### config.mk
export PLATFORM = sky130hd
export DESIGN_NAME = bcd_scan_counter
export DESIGN_NICKNAME = d
export VERILOG_FILES = /design/src/rtl/bcd_scan_counter.sv
export SDC_FILE = /design/constraint.sdc
export NUM_CORES = 1
export LEC_CHECK = 0
export ABC_AREA = 1
export BUFFER_PORTS_ARGS = -buffer_cell sky130_fd_sc_hd__buf_2
export CORE_ASPECT_RATIO = 0.8
export CORE_UTILIZATION = 60
export CTS_CLUSTER_DIAMETER = 30
export DETAILED_ROUTE_END_ITERATION = 12
export GPL_ROUTABILITY_DRIVEN = 0
export MAX_ROUTING_LAYER = met4
export PLACE_DENSITY = 0.79
export SETUP_SLACK_MARGIN = 0.3
export SYNTH_ARGS = -nofsm -noshare
export SYNTH_HDL_FRONTEND = slang
export SYNTH_SLANG_ARGS = --single-unit
### constraint.sdc
create_clock -name clk -period 2.2 [get_ports clk]
set_input_delay 0 -clock clk [delete_from_list [all_inputs] [get_ports clk]]
set_output_delay 0 -clock clk [all_outputs]
set_load 0.005 [all_outputs]
### src/rtl/bcd_scan_counter.sv
// Purpose : N-digit BCD up/down counter with a time-multiplexed seven-segment driver.
// Latency : bcd/wrap update one edge after the tick cycle; seg/dig_sel lag idx/count by one cycle.
// Flow    : no backpressure; en gates the prescaler, clr overrides a pending step.
//
// Ports:
//   clk      rising-edge system clock
//   rst      synchronous active-high reset
//   en       count enable (prescaler advances only while high)
//   up       direction, 1 = up, 0 = down, sampled on the tick cycle
//   clr      synchronous clear of count and prescaler
//   seg      segments {g,f,e,d,c,b,a}, polarity per SEG_ACTIVE_LOW
//   dig_sel  one-hot active-high digit enable, bit 0 = least significant digit
//   bcd      current count, nibble i = digit i
//   wrap     one-cycle pulse after an all-9s -> all-0s (or reverse) step
module bcd_scan_counter #(
  parameter int DIGITS         = 2,
  parameter int TICK_DIV       = 5000000,
  parameter int SCAN_DIV       = 32768,
  parameter bit SEG_ACTIVE_LOW = 1'b1,
  parameter bit BLANK_LEADING  = 1'b1
) (
  input  logic                  clk,
  input  logic                  rst,
  input  logic                  en,
  input  logic                  up,
  input  logic                  clr,
  output logic [6:0]            seg,
  output logic [DIGITS-1:0]     dig_sel,
  output logic [4*DIGITS-1:0]   bcd,
  output logic                  wrap
);

  localparam int PW = (TICK_DIV > 1) ? $clog2(TICK_DIV) : 1;
  localparam int SW = (SCAN_DIV > 1) ? $clog2(SCAN_DIV) : 1;
  localparam int IW = (DIGITS   > 1) ? $clog2(DIGITS)   : 1;

  localparam logic [PW-1:0] PRE_MAX = PW'(TICK_DIV - 1);
  localparam logic [SW-1:0] SCN_MAX = SW'(SCAN_DIV - 1);
  localparam logic [IW-1:0] IDX_MAX = IW'(DIGITS - 1);
  localparam logic [6:0]    SEG_OFF = SEG_ACTIVE_LOW ? 7'h7F : 7'h00;

  logic [PW-1:0]            pre;
  logic [SW-1:0]            scn;
  logic [IW-1:0]            idx;
  logic [DIGITS-1:0][3:0]   cnt;
  logic [DIGITS-1:0][3:0]   cnt_nxt;
  logic                     at_end;
  logic                     tick;
  logic [DIGITS-1:0]        blank;
  logic [3:0]               cur_dig;
  logic                     cur_blank;

  assign tick = en && (pre == PRE_MAX);
  assign bcd  = cnt;

  // Active-high pattern for one decimal digit.
  function automatic logic [6:0] seg_code(input logic [3:0] d);
    case (d)
      4'd0:    seg_code = 7'h3F;
      4'd1:    seg_code = 7'h06;
      4'd2:    seg_code = 7'h5B;
      4'd3:    seg_code = 7'h4F;
      4'd4:    seg_code = 7'h66;
      4'd5:    seg_code = 7'h6D;
      4'd6:    seg_code = 7'h7D;
      4'd7:    seg_code = 7'h07;
      4'd8:    seg_code = 7'h7F;
      4'd9:    seg_code = 7'h6F;
      default: seg_code = 7'h00;
    endcase
  endfunction

  // Ripple increment/decrement. A carry (or borrow) that survives past the
  // top digit means every digit rolled over, which is exactly the wrap case.
  always_comb begin
    logic carry;
    cnt_nxt = cnt;
    carry   = 1'b1;
    for (int i = 0; i < DIGITS; i++) begin
      if (carry) begin
        if (up) begin
          if (cnt[i] >= 4'd9) begin
            cnt_nxt[i] = 4'd0;
          end else begin
            cnt_nxt[i] = cnt[i] + 4'd1;
            carry      = 1'b0;
          end
        end else begin
          if (cnt[i] == 4'd0) begin
            cnt_nxt[i] = 4'd9;
          end else begin
            cnt_nxt[i] = cnt[i] - 4'd1;
            carry      = 1'b0;
          end
        end
      end
    end
    at_end = carry;
  end

  // Leading-zero mask: walk down from the top digit while digits stay zero.
  // Digit 0 is never part of the walk so a zero count still shows "0".
  always_comb begin
    logic lz;
    blank = '0;
    lz    = BLANK_LEADING;
    for (int i = DIGITS - 1; i >= 1; i--) begin
      lz       = lz && (cnt[i] == 4'd0);
      blank[i] = lz;
    end
  end

  // Digit currently being scanned.
  always_comb begin
    cur_dig   = 4'd0;
    cur_blank = 1'b0;
    for (int i = 0; i < DIGITS; i++) begin
      if (idx == IW'(i)) begin
        cur_dig   = cnt[i];
        cur_blank = blank[i];
      end
    end
  end

  // Prescaler and count.
  always_ff @(posedge clk) begin
    if (rst) begin
      pre  <= '0;
      cnt  <= '0;
      wrap <= 1'b0;
    end else if (clr) begin
      pre  <= '0;
      cnt  <= '0;
      wrap <= 1'b0;
    end else begin
      wrap <= 1'b0;
      if (en) begin
        pre <= (pre == PRE_MAX) ? '0 : pre + PW'(1);
      end
      if (tick) begin
        cnt  <= cnt_nxt;
        wrap <= at_end;
      end
    end
  end

  // Free-running scan; deliberately ignores en and clr so the display keeps
  // refreshing while the count is frozen or cleared.
  always_ff @(posedge clk) begin
    if (rst) begin
      scn     <= '0;
      idx     <= '0;
      dig_sel <= '0;
      seg     <= SEG_OFF;
    end else begin
      if (scn == SCN_MAX) begin
        scn <= '0;
        idx <= (idx == IDX_MAX) ? '0 : idx + IW'(1);
      end else begin
        scn <= scn + SW'(1);
      end
      dig_sel <= DIGITS'(1) << idx;
      seg     <= cur_blank ? SEG_OFF : (seg_code(cur_dig) ^ {7{SEG_ACTIVE_LOW}});
    end
  end

endmodule

==> parameters.txt <==
Parameter                              Value

Status
  Outcome ... finished, final reports clean

Logic synthesis
  Share of the yosys chip area belonging to registers ... 35.2%
  Synthesized area divided by synthesized cell count ... between 6 and 7 um^2
  Cell taking the most area after synthesis ... dfxtp_1
  Number of distinct library cell variants in the gate-level netlist after synthesis ... 38
  Async set or reset register ratio after synthesis ... 0%
  Dominant cells by area after synthesis ... dfxtp_1, nand2_1, nor2_1
  Most frequently used cell type in the post-synthesis netlist ... nand2_1
  Post-synth net total ... roughly 500
  Post-synth EDFFs ... 0
  Commonest cells post-synth ... nand2_1, nor2_1, inv_1
  Fraction of synthesized cell area taken by the top area cell type ... 35.2%
  Synthesis Warnings ... 0
  Synthesized cell area ... between 3000 and 4000 um^2
  FF+latch count, synth ... 57
  Cell count after synthesis ... 477
  Main flop type after synthesis ... dfxtp_1

Final layout
  Number of antenna diodes ... 0
  Number of fill cells in the layout ... approximately 430
  Combined flip-flop and latch cell area ... approximately 1100 um^2
  Net total in the final layout ... approximately 530
  Fraction of layout instances using a drive strength above 1 ... 12.7%
  Utilization of the core after routing ... between 70% and 80%
  Synthesis-to-finish area growth ... 12.0%
  Combined area of the multi-input logic cells ... between 1500 and 2000 um^2

STA
  Max Clock Freq ... 578 MHz
  Setup total negative slack ... 0 ns
  Final Hold Vio Count ... 0
  Final-report max-slew violation count ... 0
  Setup Viol. Count Final ... 0
  Worst Clk Skew ... 0.00873 ns
  Slew @ Worst Pin ... between 0.3 and 0.4 ns
  Unrepaired setup endpoints after global routing ... no
  Max_slew headroom ... 75.2%
  Min Tclk post-route ... between 1.5 and 2 ns
  Crit share post-route ... 78.7%

Detailed routing
  Drt first pass iters ... 5
  Wirelength, routed ... 7.15 mm
  Top Layer Used ... met4
  Initial detailed-routing violation count ... between 150 and 200
  Met2 wirelength from detailed routing ... between 3 and 4 mm
  Final routed wire length divided by cell count ... between 10 and 15 um
  Met1 routed wirelength after detailed routing ... 3.43 mm
  DR WL met3 ... between 500 and 600 um
  Post-route DRC violation count ... 0
  Number of vias per cell ... 5.33
  Overall via count from detail_route ... around 3100
  Number of nets with antenna violations after detailed routing ... 0

Setup path
  Startpoint class of the critical path ... flip-flop
  WS Path Type ... flip-flop to flip-flop
  Most frequent cell on the critical path ... nor2_1
  Worst endpoint required time ... approximately 2.4 ns
  Critical Path Slowest Stage Cell ... dfxtp_1
  Cells along the critical path ... inv_1 > ha_1 > nand3b_1 > nand2_1 > a21oi_2 > nand3_1 > nor2_1 > nor2_1
  R2r setup slk ... about 0.47 ns
  Largest driver fanout on the critical path ... 7
  CP Capture Type ... flip-flop
  Critical path arrival ... between 1.5 and 2 ns
  Peak per-stage delay on the critical path ... 0.44 ns

Clock tree
  Count of H-tree levels built during CTS ... 3
  Clock sink count ... 57
  Clock tree root driver cell ... clkbuf_8
  Max Root-Sink Buffers ... 2
  Setup repair bufs after CTS ... 0
  Clock latency of the later-clocked register in the worst-skew pair ... around 0.35 ns
  Number of buffers created by CTS ... 9
  Clock input transition at the sequential cells of the worst setup and hold paths ... around 0.070 ns
  Clock tree from TritonCTS ... yes

Global routing
  Remaining global-route overflow ... 0
  Antenna violations before repair ... 0
  First-pass GRT wire length ... approximately 12 mm
  GRT Resource Usage Total ... about 28%
  Largest net degree at the start of global routing ... 17
  Vias in the first global route ... 2699

Floorplanning
  Core region area ... approximately 5100 um^2
  Initial core utilization ... 63.6%
  Y dimension of the die ... slightly below 70 um
  Horizontal die dimension ... 84.1 um
  Number of placement rows ... 23
  Ports placed on the boundary ... 23
  Area of the die ... approximately 5700 um^2

Power
  Sw Share ... a little under a quarter
  Clock group share of total power ... between 40% and 50%
  Combinational share of power ... approximately 3.3%
  Leakage Power ... roughly 0.0016 uW
  Overall power after layout ... 2140 uW
  Sequential share of power ... about half
  Internal Power ... about 1700 uW
  Maximum VDD drop ... slightly below 0.0004 V
  Net switching power of the design ... around 480 uW
  Power Density ... roughly 590 nW/um^2

Placed design
  Half-perimeter wire length of the detailed placement result ... around 5.3 mm
  PortBufs ... 22

Hold path
  Hold Path Class ... input port to flip-flop

Run
  Max Cap Viol ... 0
flip-flops by register name (all words and copies together), names as in the netlist:
signal / cells
scn: 15
seg: 7
pre: 23
dig_sel: 2
wrap: 1
bcd: 8
idx: 1
placed cells by master, fill, tap and decap left out, types with 2 or more instances in the layout:
master,netlist,routed
o21ai_2,1,2
or2_2,4,4
nand2_1,99,99
inv_1,66,66
nand4_1,8,8
xnor2_1,3,3
o21ai_1,4,3
dfxtp_1,57,56
o31ai_1,2,2
nor2_1,78,78
nand3b_1,4,4
xor2_1,11,11
nor2_2,4,4
ha_1,15,15
nand3_1,37,37
nor3_1,13,13
buf_2,2,22
nor2_4,2,2
nand3_2,2,2
a21oi_1,20,20
nand2_2,4,4
inv_2,2,2
clkbuf_8,0,11
o21ai_0,22,22
a21oi_2,2,2
final timing paths:
kind | from | endpoint | cells after the start
max | bcd[0] | bcd[4] | 8
min | en | pre[1] | 3
max reg2reg | bcd[0] | bcd[4] | 8
min reg2reg | scn[0] | scn[0] | 1
cell families (layout without fill, tap and decap cells):
kind of cell	after synthesis	count (layout)	share of synthesized area, %
buffers and inverters	73	108	8.77
DFF	57	57	35.2
and+or+nand+nor	263	263	37.1
AOI/OAI and AO/OA	55	55	9.27
adders and majority gates	15	15	5.80
xor gates and xnor gates	14	14	3.79
what timing repair did:
action | in CTS | in global routing
gates resized for setup | 0 | 2
endpoints found under the hold margin | 3 | 0
endpoints found under the setup margin | 0 | 1
hold buffers | 1 | 0
worst max-delay path, delay by kind of cell (launching register included):
family	cells	cell delay (ns)
AND/OR/NAND/NOR	5	0.58
flip-flops	1	0.44
AO/OA/AOI/OAI	1	0.26
adder cells (fa/ha/maj)	1	0.24
buffers and inverters	1	0.13
power by group through the flow:
stage / clock, uW / combinational, uW / sequential (uW)
2_1_floorplan: 0 / 44.4 / 1070
3_5_place_dp: 0 / 68.7 / 1070
3_3_place_gp: 0 / 67.7 / 1070
6_report: 1020 / 70.7 / 1050
4_1_cts: 1030 / 70.9 / 1050
5_1_grt: 1070 / 80.5 / 1050
metrics by stage:
stage               cells  setup WS, ns  hold slack [ns]  cell area [um^2]
finish                574         0.469           0.0441              3630
CTS                   574         0.437           0.0371              3620
floorplan             477         0.626           0.0724              3240
global placement      557         0.522            0.220              3400
detailed placement    557         0.459            0.229              3400
global route          574         0.327           0.0935              3630
cell type report:
type                       count  area share (%)
multi-input combinational    347            50.1
sequential                    57            31.5
inverter                      68            7.04
clock buffer                  12            4.28
timing repair buffer          24            3.52
tap                           62            2.14
clock inverter                 4            1.41
metal layers:
layer / vias up / track usage (%)
met5: - / -
met4: 0 / 7.76
met3: 17 / 7.46
met2: 107 / 42.2
met1: 1364 / 36.9
li1: 1574 / -
Note: power is estimated with default switching activity, not from simulation.
